===== src/rtl/mmio_uart_tx.sv =====
// mmio_uart_tx: memory-mapped 8N1 UART transmitter on the core's data-memory bus.
//
// Stores to the register window are decoded from MemWrite/ALUResult/WriteData.
// Bytes written to TXDATA are queued in a FIFO and serialised LSB first on tx.
// ReadData and Sel are purely combinational from ALUResult. An external mux uses
// Sel to merge ReadData into the core's read path.
//
// Register map (offset = ALUResult[3:2]):
//   0 TXDATA  W: push WriteData[7:0] (dropped and OVF set when full); reads 0
//   1 STATUS  R: {count[11:8], OVF[3], BUSY[2], EMPTY[1], FULL[0]}; W1C of bit3
//   2 CTRL    RW: bit0 EN, bit1 IRQEN
//   3 reserved: reads 0, writes ignored
//
// Ports:
//   clk        rising-edge clock
//   reset      asynchronous active-low reset
//   MemWrite   core store strobe
//   ALUResult  core data address
//   WriteData  core store data
//   ReadData   register read value (0 when Sel is low)
//   Sel        address falls inside the register window
//   tx         serial output, idle high, registered
//   irq        TX-done interrupt: IRQEN & EMPTY & ~BUSY

module mmio_uart_tx #(
    parameter logic [31:0] BASE_ADDR  = 32'h1000_0000,
    parameter int unsigned CLK_DIV    = 16,
    parameter int unsigned FIFO_DEPTH = 8
) (
    input  logic        clk,
    input  logic        reset,
    input  logic        MemWrite,
    input  logic [31:0] ALUResult,
    input  logic [31:0] WriteData,
    output logic [31:0] ReadData,
    output logic        Sel,
    output logic        tx,
    output logic        irq
);

    localparam int unsigned AW = $clog2(FIFO_DEPTH);
    localparam int unsigned CW = AW + 1;
    localparam int unsigned TW = $clog2(CLK_DIV);

    localparam logic [TW-1:0] TimerReload = TW'(CLK_DIV - 1);
    localparam logic [CW-1:0] DepthCount  = CW'(FIFO_DEPTH);

    typedef enum logic [1:0] {
        StIdle,
        StStart,
        StData,
        StStop
    } state_e;

    // ------------------------------------------------------------------
    // Bus decode
    // ------------------------------------------------------------------
    logic [1:0] offset;
    logic       wr_txdata;
    logic       wr_status;
    logic       wr_ctrl;

    assign Sel       = (ALUResult[31:4] == BASE_ADDR[31:4]);
    assign offset    = ALUResult[3:2];
    assign wr_txdata = MemWrite & Sel & (offset == 2'd0);
    assign wr_status = MemWrite & Sel & (offset == 2'd1);
    assign wr_ctrl   = MemWrite & Sel & (offset == 2'd2);

    // Address bits [1:0] and upper store-data bits carry no meaning here.
    logic unused_bits;
    assign unused_bits = ^{ALUResult[1:0], WriteData[31:8]};

    // ------------------------------------------------------------------
    // Control / status registers
    // ------------------------------------------------------------------
    logic en_q, en_d;
    logic irqen_q, irqen_d;
    logic ovf_q, ovf_d;

    // ------------------------------------------------------------------
    // TX FIFO
    // ------------------------------------------------------------------
    logic [7:0]    mem_q [FIFO_DEPTH];
    logic [AW-1:0] wptr_q;
    logic [AW-1:0] rptr_q;
    logic [CW-1:0] count_q, count_d;
    logic          full;
    logic          empty;
    logic          push;
    logic          pop;

    assign full  = (count_q == DepthCount);
    assign empty = (count_q == '0);
    // Full is judged on the pre-edge count, so a same-edge pop never rescues a push.
    assign push  = wr_txdata & ~full;

    always_comb begin
        count_d = count_q;
        if (push && !pop) begin
            count_d = count_q + CW'(1);
        end else if (!push && pop) begin
            count_d = count_q - CW'(1);
        end
    end

    // Storage needs no reset: entries are only read below the valid count.
    always_ff @(posedge clk) begin
        if (push) begin
            mem_q[wptr_q] <= WriteData[7:0];
        end
    end

    always_ff @(posedge clk or negedge reset) begin
        if (!reset) begin
            wptr_q  <= '0;
            rptr_q  <= '0;
            count_q <= '0;
        end else begin
            // Pointers wrap naturally because FIFO_DEPTH is a power of two.
            if (push) begin
                wptr_q <= wptr_q + AW'(1);
            end
            if (pop) begin
                rptr_q <= rptr_q + AW'(1);
            end
            count_q <= count_d;
        end
    end

    always_comb begin
        en_d    = en_q;
        irqen_d = irqen_q;
        ovf_d   = ovf_q;
        if (wr_ctrl) begin
            en_d    = WriteData[0];
            irqen_d = WriteData[1];
        end
        if (wr_txdata && full) begin
            ovf_d = 1'b1;
        end else if (wr_status && WriteData[3]) begin
            ovf_d = 1'b0;
        end
    end

    always_ff @(posedge clk or negedge reset) begin
        if (!reset) begin
            en_q    <= 1'b0;
            irqen_q <= 1'b0;
            ovf_q   <= 1'b0;
        end else begin
            en_q    <= en_d;
            irqen_q <= irqen_d;
            ovf_q   <= ovf_d;
        end
    end

    // ------------------------------------------------------------------
    // Transmit FSM
    // ------------------------------------------------------------------
    state_e        state_q, state_d;
    logic [TW-1:0] timer_q, timer_d;
    logic [2:0]    bitcnt_q, bitcnt_d;
    logic [7:0]    shreg_q, shreg_d;
    logic          tx_q, tx_d;
    logic          launch;
    logic          busy;

    // EN is sampled pre-edge, so a CTRL store in the decision cycle has no say yet.
    assign launch = en_q & ~empty;

    // tx_d is the line level for the state being entered, keeping tx registered.
    always_comb begin
        state_d  = state_q;
        timer_d  = timer_q;
        bitcnt_d = bitcnt_q;
        shreg_d  = shreg_q;
        tx_d     = tx_q;
        pop      = 1'b0;

        case (state_q)
            StIdle: begin
                tx_d = 1'b1;
                if (launch) begin
                    pop     = 1'b1;
                    shreg_d = mem_q[rptr_q];
                    state_d = StStart;
                    timer_d = TimerReload;
                    tx_d    = 1'b0;
                end
            end

            StStart: begin
                if (timer_q == '0) begin
                    state_d  = StData;
                    timer_d  = TimerReload;
                    bitcnt_d = 3'd0;
                    tx_d     = shreg_q[0];
                end else begin
                    timer_d = timer_q - TW'(1);
                end
            end

            StData: begin
                if (timer_q == '0) begin
                    timer_d = TimerReload;
                    if (bitcnt_q == 3'd7) begin
                        state_d = StStop;
                        tx_d    = 1'b1;
                    end else begin
                        bitcnt_d = bitcnt_q + 3'd1;
                        shreg_d  = {1'b0, shreg_q[7:1]};
                        tx_d     = shreg_q[1];
                    end
                end else begin
                    timer_d = timer_q - TW'(1);
                end
            end

            StStop: begin
                if (timer_q == '0) begin
                    // Chain straight into the next start bit so frames have no gap.
                    if (launch) begin
                        pop     = 1'b1;
                        shreg_d = mem_q[rptr_q];
                        state_d = StStart;
                        timer_d = TimerReload;
                        tx_d    = 1'b0;
                    end else begin
                        state_d = StIdle;
                        tx_d    = 1'b1;
                    end
                end else begin
                    timer_d = timer_q - TW'(1);
                end
            end

            default: begin
                state_d = StIdle;
                tx_d    = 1'b1;
            end
        endcase
    end

    always_ff @(posedge clk or negedge reset) begin
        if (!reset) begin
            state_q  <= StIdle;
            timer_q  <= '0;
            bitcnt_q <= '0;
            shreg_q  <= '0;
            tx_q     <= 1'b1;
        end else begin
            state_q  <= state_d;
            timer_q  <= timer_d;
            bitcnt_q <= bitcnt_d;
            shreg_q  <= shreg_d;
            tx_q     <= tx_d;
        end
    end

    assign busy = (state_q != StIdle);
    assign tx   = tx_q;
    assign irq  = irqen_q & empty & ~busy;

    // ------------------------------------------------------------------
    // Read path
    // ------------------------------------------------------------------
    logic [3:0]  count_field;
    logic [31:0] status_word;

    assign count_field = 4'(count_q);
    assign status_word = {20'd0, count_field, 4'd0, ovf_q, busy, empty, full};

    always_comb begin
        ReadData = '0;
        if (Sel) begin
            case (offset)
                2'd1:    ReadData = status_word;
                2'd2:    ReadData = {30'd0, irqen_q, en_q};
                default: ReadData = '0;
            endcase
        end
    end

endmodule


===== config.mk =====
export PLATFORM = sky130hd
export DESIGN_NAME = mmio_uart_tx
export DESIGN_NICKNAME = d
export VERILOG_FILES = /design/src/rtl/mmio_uart_tx.sv
export SDC_FILE = /design/constraint.sdc
export NUM_CORES = 1
export LEC_CHECK = 0
export ABC_CLOCK_PERIOD_IN_PS = 4400
export CAP_MARGIN = 0
export CORE_ASPECT_RATIO = 0.7
export CORE_MARGIN = 4
export CORE_UTILIZATION = 38
export DETAILED_ROUTE_END_ITERATION = 16
export DONT_BUFFER_PORTS = 1
export HOLD_SLACK_MARGIN = 0.15
export MAX_ROUTING_LAYER = met4
export PLACE_DENSITY = 0.58
export SETUP_SLACK_MARGIN = 0.2
export SYNTH_ARGS = -nofsm -noshare
export SYNTH_HDL_FRONTEND = slang
export SYNTH_SLANG_ARGS = --single-unit

===== constraint.sdc =====
create_clock -name clk -period 4.4 [get_ports clk]
set_clock_uncertainty 0.2 [all_clocks]
set_input_delay 0.44 -clock clk [delete_from_list [all_inputs] [get_ports clk]]
set_output_delay 0.44 -clock clk [all_outputs]
set_load 0.05 [all_outputs]

==> Flow_metrics.wiki, run 1 <==
{| class="wikitable"
! Metric !! Value
|-
| Arrival time at the worst endpoint || 3.26 ns
|-
| FF-to-FF End || count_field[3]$_DFFE_PN0P_
|-
| Peak supply drop || 0.206 mV
|-
| Worst hold path class || in -> reg
|-
| Setup slack on the worst flop-to-flop path || 1.21 ns
|-
| Vias per Instance || 5.27
|-
| Clock tree from TritonCTS || built
|-
| Placer Congestion || 0.788
|-
| EDFF count, synth || 64
|-
| Dominant combinational cell family by area after synthesis || multiplexers
|-
| Total Negative Setup Slacks || 0 ns
|-
| Final Total Pwr || 1.79 mW
|-
| Worst-path maximum fanout || 4
|-
| Max-slew violation count || 0
|-
| Fraction of the mapped netlist area in compound gates || 6.26%
|-
| Count of final hold-check violations || 0
|-
| Initial detailed-routing violation count || between 100 and 150
|-
| Maximum clock frequency || 313 MHz
|-
| Sequential share of the synthesized area || 57.9%
|-
| Crit Reg-Reg Startpoint || timer_q[0]$_DFF_PN0_
|-
| Hold Crit Start || WriteData[3]
|-
| Cell count after synthesis || about 310
|-
| Total number of placement rows || 33
|-
| Proportion of register bits with asynchronous set or reset after synthesis || 32.6%
|-
| Data required, critical path || ~4.5 ns
|-
| Starting density of the core || 39.3%
|-
| Post-Synth Simple-Gate Area || 7.71%
|-
| Final worst-path cycle share || 72.6%
|-
| Min-Delay Endpoint || ovf_q$_DFFE_PN0P_
|-
| Number of antenna violations at the first check in global routing || 0
|-
| Post-route minimum period || 3.19 ns
|-
| Number of nets with antenna violations after routing || 0
|-
| Maximum clock path buffer count || 2
|-
| Largest net degree at the start of global routing || 32
|-
| Global-route usage over all layers || between 10% and 20%
|-
| Top metal layer carrying routed signals || met4
|-
| Pleak || 1.99 nW
|-
| Unrepaired setup endpoints after global routing || no
|-
| Core ar. || 0.0119 mm2
|-
| Primary flip-flop cell chosen by synthesis mapping || sky130_fd_sc_hd__edfxtp_1
|-
| Least-Margin Pin Slew || 1.05 ns
|-
| Post-CTS Hold Fix Bufs || 11
|-
| Pre-Repair DR Iteration Count || 4
|-
| Flop and latch count out of synthesis || 95
|-
| Total half-perimeter wirelength after legalization and detailed placement || just over 6000 um
|-
| Post-synthesis share of cell area spent on xor and xnor gates || 1.32%
|-
| X dimension of the die || 140 um
|-
| Deepest level of the CTS H-tree || 3
|-
| Rel. slew slack || around 30%
|-
| Cts repair resizes || 0
|-
| Number of global-route vias before repair || around 2600
|-
| Drt wl/cell || 18.1 um
|-
| Leading cell types in the layout, fill and taps excluded || 64 x sky130_fd_sc_hd__edfxtp_1, 30 x sky130_fd_sc_hd__dfrtp_1, 24 x sky130_fd_sc_hd__conb_1
|-
| Distinct cell type count of the synthesized netlist || 54
|-
| Detailed-route wire length || 8900 um
|-
| Post-synthesis area per instance || around 15 um2
|-
| Die ar. || 0.0141 mm2
|-
| Total number of yosys warnings || 0
|-
| Share of cells above drive strength 1 || around 22%
|-
| Number of remaining DRC errors || 0
|-
| Clk slew on worst S/H paths || 0.06 ns
|-
| Area growth from synthesis to final layout || 11.4%
|-
| Post-route met1 wirelength || 4430 um
|-
| Number of maximum-capacitance violations || 0
|-
| Antenna fix cells || 0
|-
| Leading cell types by total area after synthesis || sky130_fd_sc_hd__edfxtp_1 41%, sky130_fd_sc_hd__dfrtp_1 16%, sky130_fd_sc_hd__mux4_2 7.7%
|-
| Wire length of the first global-routing pass || 14400 um
|-
| Reg2reg path depth || 12
|-
| Area fraction of the dominant cell type after synthesis || 41.3%
|-
| Total standard cell area after synthesis || 0.00466 mm2
|-
| Post-CTS Setup Inserts || 0
|-
| Yosys top cell by area || sky130_fd_sc_hd__edfxtp_1
|-
| Crit path kind || reg -> reg
|-
| Detail Route met2 WL || 3800 um
|-
| Die Span Y || 101 um
|-
| Critical path startpoint category || flip-flop
|-
| CTS Buf Count || 9
|-
| Leading cell type in the layout, fill and taps excluded || sky130_fd_sc_hd__edfxtp_1
|-
| Endpoint kind of the worst setup timing path || flip-flop
|-
| Vias post-DR || 2589
|-
| Count of input and output buffers || 0
|-
| Met3 Wirelength || 544 um
|-
| Final Net Count || 414
|-
| Total number of clock tree sinks || 95
|-
| Later-pin clock latency in the skew report || 0.34 ns
|-
| Number of ports placed on the die boundary || about 100
|-
| Outcome || complete, no violations
|-
| Fillers || 1063
|-
| Synthesized-area fraction occupied by adder cells || 5.00%
|-
| Power per cell area || about 350 mW/mm2
|-
| Leftover overflow at the end of global routing || 0
|-
| Share of synthesized area spent on multiplexers || 15.3%
|-
| Finish-stage setup viols || 0
|-
| Worst hold path depth || 3
|-
| CTS Root Cell || sky130_fd_sc_hd__clkbuf_16
|}
-- worst max-delay path by stage --
stage	slack, ns	end	cells past startpoint	startpoint
3_5_place_dp	1.22	count_field[3]$_DFFE_PN0P_	12	timer_q[0]$_DFF_PN0_
4_1_cts	1.20	count_field[3]$_DFFE_PN0P_	12	timer_q[0]$_DFF_PN0_
3_3_place_gp	1.27	count_field[3]$_DFFE_PN0P_	12	timer_q[0]$_DFF_PN0_
5_1_grt	0.97	count_field[3]$_DFFE_PN0P_	12	timer_q[1]$_DFF_PN0_
6_report	1.21	count_field[3]$_DFFE_PN0P_	12	timer_q[0]$_DFF_PN0_
2_1_floorplan	0.28	ReadData[0]	4	count_field[0]$_DFFE_PN0P_
-- cells by family (layout without fill, tap and decap cells) --
family                     Yosys count  in the layout
other                                1             24
DFF                                 95             95
AOI/OAI and AO/OA                   40             40
adders and majority gates           18             18
and+or+nand+nor                     57             57
xor gates and xnor gates             7              7
buffers and inverters               48             48
muxes                               45             45
-- power breakdown --
group	total, mW	switching (mW)	internal [mW]	leakage [nW]
registers	0.957	0.00111	0.956	0.984
logic	0.0818	0.0681	0.0137	0.862
clock network	0.751	0.318	0.434	0.149
total	1.79	0.387	1.40	1.99
-- cell usage after synthesis, drive strengths merged (3+ instances only) --
library cell / number
dfrtp: 30
a21oi: 8
inv: 13
buf: 30
xnor2: 5
edfxtp: 64
nor4b: 3
and3: 8
and4b: 3
nand3b: 3
a22oi: 3
nor4: 10
o21ai: 9
nand3: 3
nor2: 7
ha: 17
mux4: 16
nand2: 7
clkbuf: 5
mux2: 27
-- per-layer routing --
layer,track usage [%],vias up
li1,-,1195
met1,19.4,1289
met2,19.3,95
met3,3.65,10
met4,4.54,0
met5,-,-
-- critical path, stage by stage (launching register included) --
cell and delay [ns]:
sky130_fd_sc_hd__dfrtp_1 0.40, sky130_fd_sc_hd__inv_1 0.13, sky130_fd_sc_hd__ha_1 0.23, sky130_fd_sc_hd__nor3b_1 0.47, sky130_fd_sc_hd__a21oi_1 0.14, sky130_fd_sc_hd__nand2b_1 0.22
sky130_fd_sc_hd__ha_1 0.23, sky130_fd_sc_hd__inv_1 0.14, sky130_fd_sc_hd__ha_1 0.25, sky130_fd_sc_hd__a21o_1 0.17, sky130_fd_sc_hd__a21oi_1 0.17, sky130_fd_sc_hd__mux2i_1 0.24
sky130_fd_sc_hd__xnor2_1 0.13
-- registers in the layout, indices dropped and copies added (netlist names) --
register     cells
mem_q           64
shreg_q          8
count_field      4
timer_q          4
bitcnt_q         3
rptr_q           3
wptr_q           3
state_q          2
en_q             1
irqen_q          1
ovf_q            1
tx               1
-- metrics by stage --
stage / util [%] / setup slack, ns / instances / hold slack [ns] / cell area [um2]
final: 43.8 / 1.21 / 491 / 0.195 / 5190
after global placement: 40.3 / 1.27 / 464 / -0.0535 / 4770
after CTS: 43.8 / 1.20 / 491 / 0.185 / 5190
after floorplan: - / 0.282 / 334 / -0.0556 / 4740
after detailed placement: 40.3 / 1.22 / 464 / -0.0535 / 4770
after global routing: 43.8 / 0.968 / 491 / 0.205 / 5190
-- cell type report --
| cell class | count | area (um2) | share of cell area (%) |
|---|---|---|---|
| clock buffers | 12 | 268 | 5.16 |
| inverters | 13 | 48.8 | 0.940 |
| well taps | 157 | 196 | 3.79 |
| clock inverters | 4 | 26.3 | 0.506 |
| flip-flops and latches | 95 | 2700 | 52.0 |
| repair buffers | 19 | 180 | 3.47 |
| multi-input cells | 191 | 1770 | 34.1 |
No activity file was read; power rests on OpenSTA's default activity.
==> run 2: changes to the inputs <==
Settings changed: ABC_CLOCK_PERIOD_IN_PS 4400 to 3300.
Clock period 4.4 ns to 3.3 ns, I/O delays scaled along.
==> Flow_metrics.wiki, run 2 (synthesis results as in run 1) <==
{| class="wikitable"
! Metric !! Value
|-
| Starting density of the core || 39.3% (unchanged)
|-
| Rel. slew slack || 50.8% (+21 points)
|-
| Arrival time at the worst endpoint || 2.92 ns (-0.34 ns)
|-
| Pleak || 2.03 nW (+1.9%)
|-
| Placer Congestion || 0.772 (-2.0%)
|-
| Number of antenna violations at the first check in global routing || 0 (unchanged)
|-
| Worst hold path class || in -> reg
|-
| Total half-perimeter wirelength after legalization and detailed placement || 6130 um (+0.18%)
|-
| Reg2reg path depth || 12 (unchanged)
|-
| Number of remaining DRC errors || 0 (unchanged)
|-
| Antenna fix cells || 0 (unchanged)
|-
| Pre-Repair DR Iteration Count || 5 (+1)
|-
| Sw frac || 23.2% (+1.5 points)
|-
| Sw power || 0.544 mW (+41%)
|-
| Number of nets with antenna violations after routing || 0 (unchanged)
|-
| Drt wl/cell || 17.8 um (-2.0%)
|-
| Worst-path maximum fanout || 4 (unchanged)
|-
| Total internal power || 1.81 mW (+29%)
|-
| Die ar. || 0.0141 mm2 (unchanged)
|-
| Largest registers || mem_q (64), shreg_q (8)
|-
| Area growth from synthesis to final layout || 13.4%
|-
| Detailed-route wire length || 8900 um (unchanged)
|-
| Crit Reg-Reg Startpoint || timer_q[0]$_DFF_PN0_
|-
| Vias post-DR || 2620 (+1.2%)
|-
| Register with the most flip-flops || mem_q
|-
| Largest net degree at the start of global routing || 32 (unchanged)
|-
| Max-slew violation count || 0 (unchanged)
|-
| Leftover overflow at the end of global routing || 0 (unchanged)
|-
| Hold Crit Start || ALUResult[3]
|-
| Data required, critical path || 3.36 ns (-1.11 ns)
|-
| Total number of placement rows || 33 (unchanged)
|-
| Post-CTS Setup Inserts || 0 (unchanged)
|-
| Min-Delay Endpoint || ovf_q$_DFFE_PN0P_
|-
| Comb power frac || 4.7% (about the same)
|-
| Share of cells above drive strength 1 || 26.5% (+4.0 points)
|-
| Fillers || 1045 (-1.7%)
|-
| Maximum clock path buffer count || 2 (unchanged)
|-
| Least-Margin Pin Slew || 0.738 ns (-0.316 ns)
|-
| Total number of clock tree sinks || 95 (unchanged)
|-
| Outcome || complete, no violations
|-
| Final worst-path cycle share || 86.5% (+14 points)
|-
| Core ar. || 0.0119 mm2 (unchanged)
|-
| Initial detailed-routing violation count || 171 (+58%)
|-
| Finish-stage setup viols || 0 (unchanged)
|-
| Deepest level of the CTS H-tree || 3 (unchanged)
|-
| Reg power frac || 54.3% (+0.8 points)
|-
| X dimension of the die || 140 um (unchanged)
|-
| Peak supply drop || 0.270 mV (+31%)
|-
| Post-route minimum period || 2.86 ns (-0.336 ns)
|-
| Unrepaired setup endpoints after global routing || no
|-
| Crit path kind || reg -> reg
|-
| Endpoint kind of the worst setup timing path || flip-flop
|-
| Number of global-route vias before repair || 2740 (+3.6%)
|-
| Worst setup startpoint || timer_q[0]$_DFF_PN0_
|-
| Die Span Y || 101 um (unchanged)
|-
| Flip-flop count of the largest register after layout || 64 (unchanged)
|-
| FF-to-FF End || count_field[3]$_DFFE_PN0P_
|-
| Clock tree from TritonCTS || built
|-
| Count of final hold-check violations || 0 (unchanged)
|-
| Later-pin clock latency in the skew report || 0.34 ns (about the same)
|-
| Clk slew on worst S/H paths || 0.07 ns (about the same)
|-
| CTS Buf Count || 9 (unchanged)
|-
| Leading cell type in the layout, fill and taps excluded || sky130_fd_sc_hd__edfxtp_1
|-
| Worst hold path depth || 3 (unchanged)
|-
| CTS Root Cell || sky130_fd_sc_hd__clkbuf_16
|-
| Setup slack on the worst flop-to-flop path || 0.44 ns (-0.76 ns)
|-
| Final Total Pwr || 2.35 mW (+31%)
|-
| Number of maximum-capacitance violations || 0 (unchanged)
|-
| Global-route usage over all layers || 13.7% (-0.056 points)
|-
| Total Negative Setup Slacks || 0 ns (unchanged)
|-
| Vias per Instance || 5.23 (-0.82%)
|-
| Maximum clock frequency || 350 MHz (+12%)
|-
| Power per cell area || 445 mW/mm2 (+29%)
|-
| Number of ports placed on the die boundary || 102 (unchanged)
|-
| Wire length of the first global-routing pass || 14500 um (+0.43%)
|-
| Count of input and output buffers || 0 (unchanged)
|-
| Critical path startpoint category || flip-flop
|-
| Clk pwr share || 41.1% (-0.9 points)
|-
| Leading cell types in the layout, fill and taps excluded || 64 x sky130_fd_sc_hd__edfxtp_1, 30 x sky130_fd_sc_hd__dfrtp_1, 24 x sky130_fd_sc_hd__conb_1
|-
| Final Net Count || 424 (+2.4%)
|}
-- run 2: power groups by stage --
| stage | clock, mW | combinational (mW) | sequential, mW |
|---|---|---|---|
| 5_1_grt | 1.05 | 0.119 | 1.27 |
| 6_report | 0.965 | 0.110 | 1.28 |
| 3_5_place_dp | 0 | 0.0785 | 1.30 |
| 3_3_place_gp | 0 | 0.0781 | 1.30 |
| 2_1_floorplan | 0 | 0.0970 | 1.30 |
| 4_1_cts | 0.983 | 0.110 | 1.28 |
-- run 2: layout make-up --
cell class / count / area [um2] / area share (%)
Sequential cell: 95 / 2700 / 51.1
Multi-Input combinational cell: 191 / 1800 / 34.0
Tap cell: 157 / 196 / 3.72
Clock buffer: 10 / 229 / 4.34
Clock inverter: 6 / 45.0 / 0.853
Timing Repair Buffer: 29 / 268 / 5.07
Inverter: 13 / 48.8 / 0.924
-- run 2: how the worst max path moves through the flow --
stage / end / cells after the start / slack, ns
6_report: count_field[3]$_DFFE_PN0P_ / 12 / 0.44
5_1_grt: count_field[3]$_DFFE_PN0P_ / 12 / 0.24
4_1_cts: count_field[3]$_DFFE_PN0P_ / 12 / 0.31
3_5_place_dp: count_field[3]$_DFFE_PN0P_ / 12 / 0.33
3_3_place_gp: count_field[3]$_DFFE_PN0P_ / 12 / 0.37
2_1_floorplan: ReadData[1] / 3 / 0.33
-- run 2: worst max-delay path, cell delays in order, from the launching register on --
cell                       delay [ns]
sky130_fd_sc_hd__dfrtp_1         0.39
sky130_fd_sc_hd__inv_1           0.13
sky130_fd_sc_hd__ha_2            0.22
sky130_fd_sc_hd__nor3b_4         0.20
sky130_fd_sc_hd__a21oi_1         0.11
sky130_fd_sc_hd__nand2b_2        0.23
sky130_fd_sc_hd__ha_1            0.22
sky130_fd_sc_hd__inv_2           0.09
sky130_fd_sc_hd__ha_1            0.22
sky130_fd_sc_hd__a21o_1          0.17
sky130_fd_sc_hd__a21oi_1         0.20
sky130_fd_sc_hd__mux2i_1         0.25
sky130_fd_sc_hd__xnor2_1         0.13
-- run 2: stage by stage --
step	setup WS, ns	hold WS [ns]	cell area, um2	utilization [%]	std cells
2_1_floorplan	0.333	-0.166	4750	-	334
3_3_place_gp	0.373	-0.164	4860	41.0	474
3_5_place_dp	0.332	-0.164	4860	41.0	474
4_1_cts	0.309	0.191	5260	44.4	501
5_1_grt	0.241	0.215	5280	44.6	501
6_report	0.444	0.204	5280	44.6	501
-- run 2: per-layer routing --
metal | global-route usage (%) | share of wire [%]
met5 | - | 0
met1 | 19.1 | 47
met4 | 4.02 | 1.4
met3 | 3.94 | 7.8
met2 | 19.5 | 44
-- run 2: repair_timing --
action                                  4_1_cts  5_1_grt
hold buffers                                 11        0
resized for setup                             0        7
hold endpoints to repair                     99        0
endpoints found under the setup margin        0        1
==> run 3: changes to the inputs <==
Settings changed: PLACE_DENSITY 0.58 to default.
==> Flow_metrics.wiki, run 3 (synthesis results as in run 1) <==
{| class="wikitable"
! Metric !! Value
|-
| Pleak || 2.03 nW (about the same)
|-
| Cell area after placement || 0.00485 mm2 (-0.26%)
|-
| Data required, critical path || 3.37 ns (about the same)
|-
| Global-route usage over all layers || 14.2% (+0.50 points)
|-
| Antenna fix cells || 0 (unchanged)
|-
| Count of final hold-check violations || 0 (unchanged)
|-
| Deepest level of the CTS H-tree || 3 (unchanged)
|-
| Final worst-path cycle share || 88.0% (+1.4 points)
|-
| Leading cell types in the layout, fill and taps excluded || 64 x sky130_fd_sc_hd__edfxtp_1, 30 x sky130_fd_sc_hd__dfrtp_1, 24 x sky130_fd_sc_hd__conb_1
|-
| Arrival time at the worst endpoint || 2.97 ns (+0.05 ns)
|-
| CTS Buf Count || 9 (unchanged)
|-
| Post-route minimum period || 2.90 ns (+0.0464 ns)
|-
| Starting density of the core || 39.3% (unchanged)
|-
| Clk slew on worst S/H paths || 0.07 ns (about the same)
|-
| Detailed-route wire length || 9030 um (+1.5%)
|-
| Comb power frac || 4.5% (-0.2 points)
|-
| Crit path kind || reg -> reg
|-
| Largest registers || mem_q (64), shreg_q (8)
|-
| Count of input and output buffers || 0 (unchanged)
|-
| Max-slew violation count || 0 (unchanged)
|-
| Total Negative Setup Slacks || 0 ns (unchanged)
|-
| Wire length of the first global-routing pass || 14800 um (+2.3%)
|-
| Largest net degree at the start of global routing || 32 (unchanged)
|-
| Vias post-DR || 2628 (+0.31%)
|-
| Clock tree from TritonCTS || built
|-
| Register with the most flip-flops || mem_q
|-
| Largest delay contributor family on the critical path || adder cells
|-
| Total half-perimeter wirelength after legalization and detailed placement || 6140 um (+0.19%)
|-
| Outcome || complete, no violations
|-
| Worst-path cell chain || inv_1 -> ha_2 -> nor2_2 -> nand2b_1 -> ha_1 -> inv_1 -> ha_1 -> a21o_1 -> a21oi_1 -> mux2i_1 -> xnor2_1
|-
| Worst hold path class || in -> reg
|-
| Maximum clock frequency || 345 MHz (-1.6%)
|-
| Power per cell area || 458 mW/mm2 (+2.9%)
|-
| Leftover overflow at the end of global routing || 0 (unchanged)
|-
| Worst-path maximum fanout || 9 (+5)
|-
| Total internal power || 1.88 mW (+4.0%)
|-
| Area growth from synthesis to final layout || 13.5% (about the same)
|-
| Core ar. || 0.0119 mm2 (unchanged)
|-
| Leading cell type in the layout, fill and taps excluded || sky130_fd_sc_hd__edfxtp_1
|-
| Unrepaired setup endpoints after global routing || no
|-
| Total number of clock tree sinks || 95 (unchanged)
|-
| Endpoint kind of the worst setup timing path || flip-flop
|-
| Final Net Count || 424 (unchanged)
|-
| Number of global-route vias before repair || 2782 (+1.5%)
|-
| X dimension of the die || 140 um (unchanged)
|-
| Placer Congestion || 0.830 (+7.6%)
|-
| CTS Root Cell || sky130_fd_sc_hd__clkbuf_16
|-
| Critical path startpoint category || flip-flop
|-
| Pre-Repair DR Iteration Count || 4 (-1)
|-
| Number of antenna violations at the first check in global routing || 0 (unchanged)
|-
| Least-Margin Pin Slew || 0.780 ns (+0.0422 ns)
|-
| Number of ports placed on the die boundary || 102 (unchanged)
|-
| Reg power frac || 52.7% (-1.6 points)
|-
| Die Span Y || 101 um (unchanged)
|-
| Share of cells above drive strength 1 || 26.2% (-0.29 points)
|-
| Number of maximum-capacitance violations || 0 (unchanged)
|-
| Number of remaining DRC errors || 0 (unchanged)
|-
| Fillers || 1020 (-2.4%)
|-
| Later-pin clock latency in the skew report || 0.34 ns (about the same)
|-
| Drt wl/cell || 18.0 um (+1.5%)
|-
| Rel. slew slack || 48.0% (-2.8 points)
|-
| Maximum clock path buffer count || 2 (unchanged)
|-
| Peak supply drop || 0.306 mV (+13%)
|-
| Post-layout util || 44.6% (about the same)
|-
| Design Area, Final || 0.00529 mm2 (about the same)
|-
| Initial detailed-routing violation count || 214 (+25%)
|-
| Vias per Instance || 5.25 (+0.31%)
|-
| Sw frac || 22.4% (-0.79 points)
|-
| Maximum single-stage delay on the critical path || 0.42 ns (+0.03 ns)
|-
| Total number of placement rows || 33 (unchanged)
|-
| Finish-stage setup viols || 0 (unchanged)
|-
| Post-CTS Setup Inserts || 0 (unchanged)
|-
| Clk pwr share || 42.8% (+1.7 points)
|-
| Number of nets with antenna violations after routing || 0 (unchanged)
|-
| Flip-flop count of the largest register after layout || 64 (unchanged)
|-
| Critical path buffer and inverter count || 2 (unchanged)
|-
| Library cell contributing the largest single delay on the critical path || sky130_fd_sc_hd__dfrtp_1
|-
| Sw power || 0.541 mW (-0.54%)
|-
| Final Total Pwr || 2.42 mW (+3.0%)
|-
| Die ar. || 0.0141 mm2 (unchanged)
|}
==> run 3: changes by cell type in the layout (fill, tap and decap cells not counted), sizes merged <==
cell	before	now
inv	14	13
bufinv	0	1
clkinvlp	3	4
clkbuf	10	9
==> run 3: metal layers <==
layer / share of wire, % / up-vias / GRT usage, %
li1: - / 1218 / -
met4: 1.9 / 0 / 5.58
met3: 6.0 / 13 / 3.08
met1: 49 / 1305 / 20.4
met2: 43 / 92 / 19.6
met5: 0 / - / -
==> run 3: tightest hold or removal path, delay by kind of cell <==
family                   cells  cell delay [ns]
adder cells (fa/ha/maj)      1             0.16
AO/OA/AOI/OAI                1             0.17
buffers and inverters        1             0.06
==> run 3: path summary, 6_finish.rpt <==
check | end | cells after the start | slack, ns | start
hold / removal | ovf_q$_DFFE_PN0P_ | 3 | 0.21 | ALUResult[3]
hold reg to reg | shreg_q[7]$_DFFE_PN0P_ | 1 | 0.30 | shreg_q[7]$_DFFE_PN0P_
setup reg to reg | count_field[3]$_DFFE_PN0P_ | 11 | 0.40 | state_q[0]$_DFFE_PN0P_
max in group asynchronous | tx$_DFFE_PN1P_ | 2 | 2.39 | reset
setup / recovery | count_field[3]$_DFFE_PN0P_ | 11 | 0.40 | state_q[0]$_DFFE_PN0P_
min in group asynchronous | timer_q[0]$_DFF_PN0_ | 2 | 0.26 | reset
==> run 3: cell type report <==
class                           instances  area (um2)  share of cell area, %
Tap cell                              157         196                   3.72
Timing Repair Buffer                   29         255                   4.83
Clock inverter                          7        73.8                   1.40
Sequential cell                        95        2700                   51.1
Multi-Input combinational cell        191        1790                   33.8
Inverter                               13        48.8                  0.923
Clock buffer                            9         225                   4.26
==> run 3: repair_timing <==
| item | in CTS | in global routing |
|---|---|---|
| endpoints found under the setup margin | 0 | 1 |
| endpoints found under the hold margin | 99 | 0 |
| gates resized for setup | 0 | 4 |
| hold buffers | 11 | 0 |
==> run 3: power by group through the flow <==
stage	sequential (mW)	clock [mW]	combinational (mW)
finish	1.28	1.04	0.110
global route	1.27	1.12	0.120
CTS	1.28	1.07	0.110
detailed placement	1.30	0	0.0785
global placement	1.30	0	0.0777
floorplan	1.30	0	0.0970
==> run 3: metrics by stage <==
step	cells	worst slack [ns]	hold WS, ns
2_1_floorplan	334	0.333	-0.166
3_3_place_gp	474	0.343	-0.163
3_5_place_dp	474	0.308	-0.163
4_1_cts	501	0.296	0.190
5_1_grt	501	0.199	0.244
6_report	501	0.398	0.213
